$ cat src/rtl/peri_wb_bridge.sv
`default_nettype none
// +--------------------------------------------------------------------------+
// | Module      : peri_wb_bridge                                             |
// | Description : Classic Wishbone slave to peripheral reg-bus bridge.       |
// |               Optional REQ watchdog: define PERI_BRIDGE_TIMEOUT_EN.      |
// | Revision    : 1.0                                                        |
// +--------------------------------------------------------------------------+
module peri_wb_bridge #(
    parameter int              AW       = 11,
    parameter int              DW       = 32,
    parameter int              TIMEOUT  = 255,
    parameter logic [DW-1:0]   ERR_DATA = 32'hDEAD_DEAD
) (
    input  logic              mclk,
    input  logic              s_reset_n,
    input  logic              wbs_cyc_i,
    input  logic              wbs_stb_i,
    input  logic              wbs_we_i,
    input  logic [AW-1:0]     wbs_adr_i,
    input  logic [DW-1:0]     wbs_dat_i,
    input  logic [DW/8-1:0]   wbs_sel_i,
    output logic [DW-1:0]     wbs_dat_o,
    output logic              wbs_ack_o,
    output logic              wbs_err_o,
    output logic              reg_cs,
    output logic              reg_wr,
    output logic [AW-1:0]     reg_addr,
    output logic [DW-1:0]     reg_wdata,
    output logic [DW/8-1:0]   reg_be,
    input  logic [DW-1:0]     reg_rdata,
    input  logic              reg_ack,
    output logic              timeout_flag
);

    localparam logic [1:0] c_st_idle = 2'd0;
    localparam logic [1:0] c_st_req  = 2'd1;
    localparam logic [1:0] c_st_resp = 2'd2;

    if (TIMEOUT < 1) begin : g_timeout_check
        $error("peri_wb_bridge: TIMEOUT must be at least 1");
    end

    logic [1:0]       r_state;
    logic             r_abort;
    logic             r_cs;
    logic             r_wr;
    logic [AW-1:0]    r_addr;
    logic [DW-1:0]    r_wdata;
    logic [DW/8-1:0]  r_be;
    logic [DW-1:0]    r_dat_o;
    logic             r_ack_o;

    logic w_start;
    logic w_tc;
    logic w_abort_now;

    assign w_start     = wbs_cyc_i & wbs_stb_i;
    // A master that drops cyc on the very cycle the reg bus finishes still aborts.
    assign w_abort_now = r_abort | ~wbs_cyc_i;

`ifdef PERI_BRIDGE_TIMEOUT_EN
    localparam int              CW   = $clog2(TIMEOUT + 1);
    localparam logic [CW-1:0]   c_tc = CW'(TIMEOUT - 1);

    logic [CW-1:0] r_cnt;
    logic          r_err_o;
    logic          r_tflag;

    // Terminal count is the TIMEOUT-th REQ cycle without reg_ack.
    assign w_tc = (r_state == c_st_req) && (r_cnt == c_tc);

    always_ff @(posedge mclk) begin
        if (!s_reset_n) begin
            r_cnt   <= '0;
            r_err_o <= 1'b0;
            r_tflag <= 1'b0;
        end else begin
            r_err_o <= 1'b0;
            case (r_state)
                c_st_idle: begin
                    if (w_start) begin
                        r_cnt   <= '0;
                        r_tflag <= 1'b0;
                    end
                end
                c_st_req: begin
                    if (!reg_ack) begin
                        if (w_tc) begin
                            r_tflag <= 1'b1;
                            r_err_o <= ~w_abort_now;
                        end else begin
                            r_cnt <= r_cnt + 1'b1;
                        end
                    end
                end
                default: ;
            endcase
        end
    end

    assign wbs_err_o    = r_err_o;
    assign timeout_flag = r_tflag;
`else
    assign w_tc         = 1'b0;
    assign wbs_err_o    = 1'b0;
    assign timeout_flag = 1'b0;
`endif

    always_ff @(posedge mclk) begin
        if (!s_reset_n) begin
            r_state <= c_st_idle;
            r_abort <= 1'b0;
            r_cs    <= 1'b0;
            r_wr    <= 1'b0;
            r_addr  <= '0;
            r_wdata <= '0;
            r_be    <= '0;
            r_dat_o <= '0;
            r_ack_o <= 1'b0;
        end else begin
            r_ack_o <= 1'b0;
            case (r_state)
                c_st_idle: begin
                    if (w_start) begin
                        r_addr  <= wbs_adr_i;
                        r_wdata <= wbs_dat_i;
                        r_wr    <= wbs_we_i;
                        r_be    <= wbs_sel_i;
                        r_cs    <= 1'b1;
                        r_abort <= 1'b0;
                        r_state <= c_st_req;
                    end
                end
                c_st_req: begin
                    if (reg_ack || w_tc) begin
                        r_cs <= 1'b0;
                        if (w_abort_now) begin
                            r_state <= c_st_idle;
                        end else begin
                            r_state <= c_st_resp;
                            if (reg_ack) begin
                                r_ack_o <= 1'b1;
                                r_dat_o <= r_wr ? '0 : reg_rdata;
                            end else begin
                                r_dat_o <= ERR_DATA;
                            end
                        end
                    end else if (!wbs_cyc_i) begin
                        r_abort <= 1'b1;
                    end
                end
                c_st_resp: begin
                    r_state <= c_st_idle;
                end
                default: begin
                    r_state <= c_st_idle;
                    r_cs    <= 1'b0;
                end
            endcase
        end
    end

    assign reg_cs    = r_cs;
    assign reg_wr    = r_wr;
    assign reg_addr  = r_addr;
    assign reg_wdata = r_wdata;
    assign reg_be    = r_be;
    assign wbs_dat_o = r_dat_o;
    assign wbs_ack_o = r_ack_o;

endmodule
`default_nettype wire

$ cat config.mk
export PLATFORM = sky130hd
export DESIGN_NAME = peri_wb_bridge
export DESIGN_NICKNAME = d
export VERILOG_FILES = /design/src/rtl/peri_wb_bridge.sv
export SDC_FILE = /design/constraint.sdc
export NUM_CORES = 1
export LEC_CHECK = 0
export CORE_MARGIN = 5
export CORE_UTILIZATION = 23
export DETAILED_ROUTE_END_ITERATION = 8
export GPL_TIMING_DRIVEN = 0
export MAX_ROUTING_LAYER = met4
export PLACE_DENSITY_LB_ADDON = 0.3
export SYNTH_ARGS = -nofsm -noshare
export SYNTH_HDL_FRONTEND = slang
export SYNTH_SLANG_ARGS = --single-unit
$ cat constraint.sdc
create_clock -name mclk -period 1.7 [get_ports mclk]
set_input_delay 0.17 -clock mclk [delete_from_list [all_inputs] [get_ports mclk]]
set_output_delay 0.17 -clock mclk [all_outputs]
set_load 0.05 [all_outputs]
### Yosys cells after proc, flatten, opt, wreduce, memory -nomap -nowiden

Index checks and enable logic that the tools add are counted.

* register bits after elaboration: 85
* bits of input ports: 85
* logic and storage cells: 41
* output and inout bits: 84

* reduce and logical (&&, ||, !) cells: 8
* muxes and demuxes: 13
* equality and inequality tests: 6
* bitwise operators: 5

Operator list (count)
* 32-bit 2-to-1 mux: 1
* 3-bit AND reduction: 3
* 2-bit inequality test (second input constant): 4
* 1-bit 2-to-1 mux: 6
* 2-bit 2-to-1 mux: 3
* 2-bit one-hot mux with 2 select lines: 1
* 2-bit AND reduction: 2
* 4-bit AND reduction: 1
* 1-bit NOT: 3
* 1-bit one-hot mux with 3 select lines: 1
* 2-bit by 1-bit == test with 1-bit output (second input constant): 1
* 2-bit == test (second input constant): 1
* 2-bit logical NOT: 1
* 1-bit one-hot mux with 2 select lines: 1
* 2-bit nonzero test: 1
* 1-bit AND: 1
* 1-bit OR: 1

### Longest topological paths before layout

* depth in word-level cells: 5
* depth in mapped cells: 6
* gate-level depth less buffers: 3

### Worst setup path before layout

Ideal clock, no wire load.

* path kind: reg-to-reg
* from: register r_wr (netlist: reg_wr)
* to: register r_dat_o[10] (netlist: wbs_dat_o[10])
* setup slack: 321 ps
* arrival: 1261 ps
* required time: 1581 ps
* period minus slack after synthesis: 1379 ps
* setup time: 119 ps
* buffers on the path: 2
* stages on the path, launching flop included: 5
* cell sequence: dfxtp_1 > clkbuf_1 > clkbuf_1 > nand3b_1 > mux2i_1

* word-level cells in the longest chain between the ends: 1

Ends and longest elaborated chain
* start: declaration: line 46 `logic r_wr;`
* start signal: assignment: line 127 `r_wr <= wbs_we_i;`
* 32-bit 2-to-1 mux: line 143 `r_dat_o <= r_wr ? '0 : reg_rdata;`
* end signal: assignment: line 143
* end: declaration: line 50 `logic [DW-1:0] r_dat_o;`

Every way passes these cells.
A chain may end at the register's enable or synchronous reset.

### Worst setup path after layout

* from: register r_wdata[6] (netlist: reg_wdata[6])
* to: output port reg_wdata[6]

RTL lines
* start: declaration: line 48 `logic [DW-1:0] r_wdata;`
* start signal: assignment: line 126 `r_wdata <= wbs_dat_i;`
* end: declaration: line 28 `output logic [DW-1:0] reg_wdata,`

No word-level cell between the ends.

==> summary.md <==
| Metric | Value |
|---|---|
| Run status | `complete, no violations` |
| Post-DP HPWL | `8640 um` |
| Pin slew with the least headroom to its limit | `556 ps` |
| Clk_lat worst skew | `340 ps` |
| Most used cells in the layout excluding fill and tap cells | `clkdlybuf4s50_1 (105), dfxtp_1 (85), nand2_1 (81)` |
| Width of the die | `131 um` |
| TritonCTS clock tree | `yes` |
| Clock slew at reported path FFs | `60 ps` |
| PwrDens | `890 nW/um2` |
| Post-synthesis register bit count | `85` |
| Critical setup path kind | `reg -> out` |
| Final Hold Vio Count | `0` |
| Setup violation total in the final timing report | `0` |
| GRT Util Overall | `13.7%` |
| Final Wtd Congestion | `0.720` |
| Effective utilization at floorplan | `23.3%` |
| Reg area | `1700 um2` |
| Max Slew Vio Count | `0` |
| CP Launch Type | `flip-flop` |
| Achievable Freq | `0.602 GHz` |
| Cts-stage hold buffer count | `0` |
| DRC violations left | `0` |
| Area growth, synth to finish | `68.8%` |
| Fraction of the cycle the final worst path needs | `97.8%` |
| Count of mapped cells out of synthesis | `382` |
| Die Outline Area | `17100 um2` |
| Post-layout net count | `643` |
| Final wirelength | `11500 um` |
| Area after detailed placement | `5240 um2` |
| Global route total overflow | `0` |
| Sequential area share after synthesis | `50.6%` |
| Area of the core | `14400 um2` |
| Count of cell types in the netlist | `26` |
| Cell types with the largest area share after synthesis | `dfxtp_1 (51%), nand2_1 (9.0%), mux2i_1 (8.3%)` |
| Hold Worst Slack | `259 ps` |
| Number of iterations in the first detailed-routing pass | `4` |
| Total number of yosys warnings | `0` |
| Iteration-0 DRC count of the detailed router | `93` |
| Worst supply voltage drop on vdd | `0.000452 V` |
| Maximum number of buffers from clock root to sink | `2` |
| CTS Buf Count | `9` |
| Synth area leader | `dfxtp_1` |
| Leakage power figure | `2.89 nW` |
| Synthesized area | `3360 um2` |
| Count of vias placed by the detailed router | `3349` |
| Worst setup skew after layout | `7.56 ps` |
| Num ports | `169` |
| Area of the multi-input gates | `1450 um2` |
| Placed Cells incl. Taps | `731` |
| Cell row count | `44` |
| Slowest cell on crit path | `clkdlybuf4s50_1` |
| Tightest slew margin relative to the limit | `63.0%` |
| Family with the most delay on the worst path | `buffers and inverters` |
| WP data arrival | `1490 ps` |
| Filler instances | `1444` |
| Commonest non-fill, non-tap cell in the layout | `clkdlybuf4s50_1` |
| Fraction of final layout cells with drive strength greater than 1 | `6.04%` |
| Portion of synthesized cell area occupied by the leading cell type | `50.6%` |
| Post-layout util | `39.4%` |
| Maximum level of the CTS H-tree | `3` |
| Via count of the first global-routing pass | `3403` |
| Critical Path End Type | `output pin` |
| Buffers and inverters on the worst path | `1` |
| Count of antenna-violating nets left after detailed routing | `0` |
| Maximum number of pins on one net before global-route repair | `15` |
| Slowest cell delay on critical path | `810 ps` |
| CP Cell Sequence | `clkdlybuf4s50_1` |
| Worst endpoint required time | `1530 ps` |
| Area of all placed cells without fillers | `5680 um2` |
| Number of clock sinks seen by CTS | `85` |
| Number of standard cells in the layout, taps in and fillers out | `747` |
| DR vias/cell | `4.48` |
| Max FO, Critical Path | `2` |
| Maxcap violations | `0` |
| IO buf count | `164` |
| Post-DR wirelength/cell | `15.3 um` |
| Post-Synthesis Mean Instance Area | `8.81 um2` |
| Antenna violations before repair | `0` |
| Total inserted antenna cells | `0` |
| Clock period minus final worst setup slack | `1660 ps` |
| RSZ-0062 raised after global routing | `false` |
| Total Power Consumption | `5.05 mW` |
| Root buf cell | `clkbuf_16` |
| HP Class | `in -> reg` |
| Global-route wire length before repair | `17400 um` |
| DIE HEIGHT | `131 um` |
## worst reg2reg max path, stage by stage (launching register included)
cell	delay (ps)
dfxtp_1	380
nand4bb_1	150
buf_2	200
clkbuf_1	460
o21ai_0	180
## sequential cells by signal, indices dropped and copies added (netlist names)
register	cells
reg_addr	11
reg_be	4
r_abort	1
wbs_ack_o	1
wbs_dat_o	32
reg_cs	1
r_state	2
reg_wdata	32
reg_wr	1
## through the flow
step / TNS (ps) / setup WS (ps)
3_5_place_dp: -983 / -64.8
2_1_floorplan: 0 / 321
5_1_grt: 0 / 0.0954
4_1_cts: 0 / 0.110
3_3_place_gp: -471 / -36.6
6_report: 0 / 38.1
## cells by family after synthesis
logic type / after synthesis / synth area share [%]
AO/OA/AOI/OAI: 55 / 8.33
other: 1 / 0.111
buffers and inverters: 39 / 6.54
multiplexers: 28 / 8.33
flip-flops: 85 / 50.6
AND/OR/NAND/NOR: 174 / 26.1
## worst paths after layout
path                                                 start                         end  slack (ps)  cells after the start
worst min register to register  wbs_dat_o[29]$_SDFFE_PN0P_  wbs_dat_o[29]$_SDFFE_PN0P_         450                      2
worst max-delay path             reg_wdata[6]$_SDFFE_PN0P_                reg_wdata[6]          40                      1
worst max register to register     r_state[0]$_SDFFE_PN0P_  reg_wdata[25]$_SDFFE_PN0P_         200                      4
worst min-delay path                               reg_ack  wbs_dat_o[29]$_SDFFE_PN0P_         260                      3
## power breakdown
part | switching (mW) | internal [mW]
registers | 0.0379 | 2.07
logic | 0.505 | 0.367
clock network | 0.816 | 1.26
## layer usage
metal  global-route usage (%)  vias to the layer above  part of all wire (%)  wire length (um)
met3                     4.67                       14                   7.7               884
met4                     5.51                        0                   1.8               202
met5                        -                        -                     0                 0
li1                         -                     1650                     -                 -
met1                     16.7                     1574                    44              5020
met2                     20.6                      111                    47              5350
## final cells by class
| class | count | area share (%) |
|---|---|---|
| Buffer | 39 | 3.88 |
| Timing Repair Buffer | 164 | 31.0 |
| Clock buffer | 12 | 4.69 |
| Clock inverter | 4 | 0.948 |
| Multi-Input combinational cell | 259 | 25.5 |
| Tap cell | 184 | 4.05 |
| Sequential cell | 85 | 30.0 |
## what timing repair did
item | in CTS | in global routing
setup endpoints to repair | 8 | 51
setup buffers | 0 | 0
resized for setup | 8 | 51
## synth_stat cells
cell and count:
a21oi_1 1, and2_4 1, and3_1 2, and4bb_4 1, buf_1 4, buf_12 2, buf_2 9, buf_4 3
buf_6 1, buf_8 1, clkbuf_1 19, conb_1 1, dfxtp_1 85, mux2i_1 28, nand2_1 81, nand2b_1 1
nand3_1 49, nand3b_1 30, nand4_1 4, nand4bb_1 1, nor2_1 1, nor2b_1 2, nor3b_1 1, o21a_1 2
o21ai_0 44, o21ai_1 8
No activity file was read; power rests on OpenSTA's default activity.
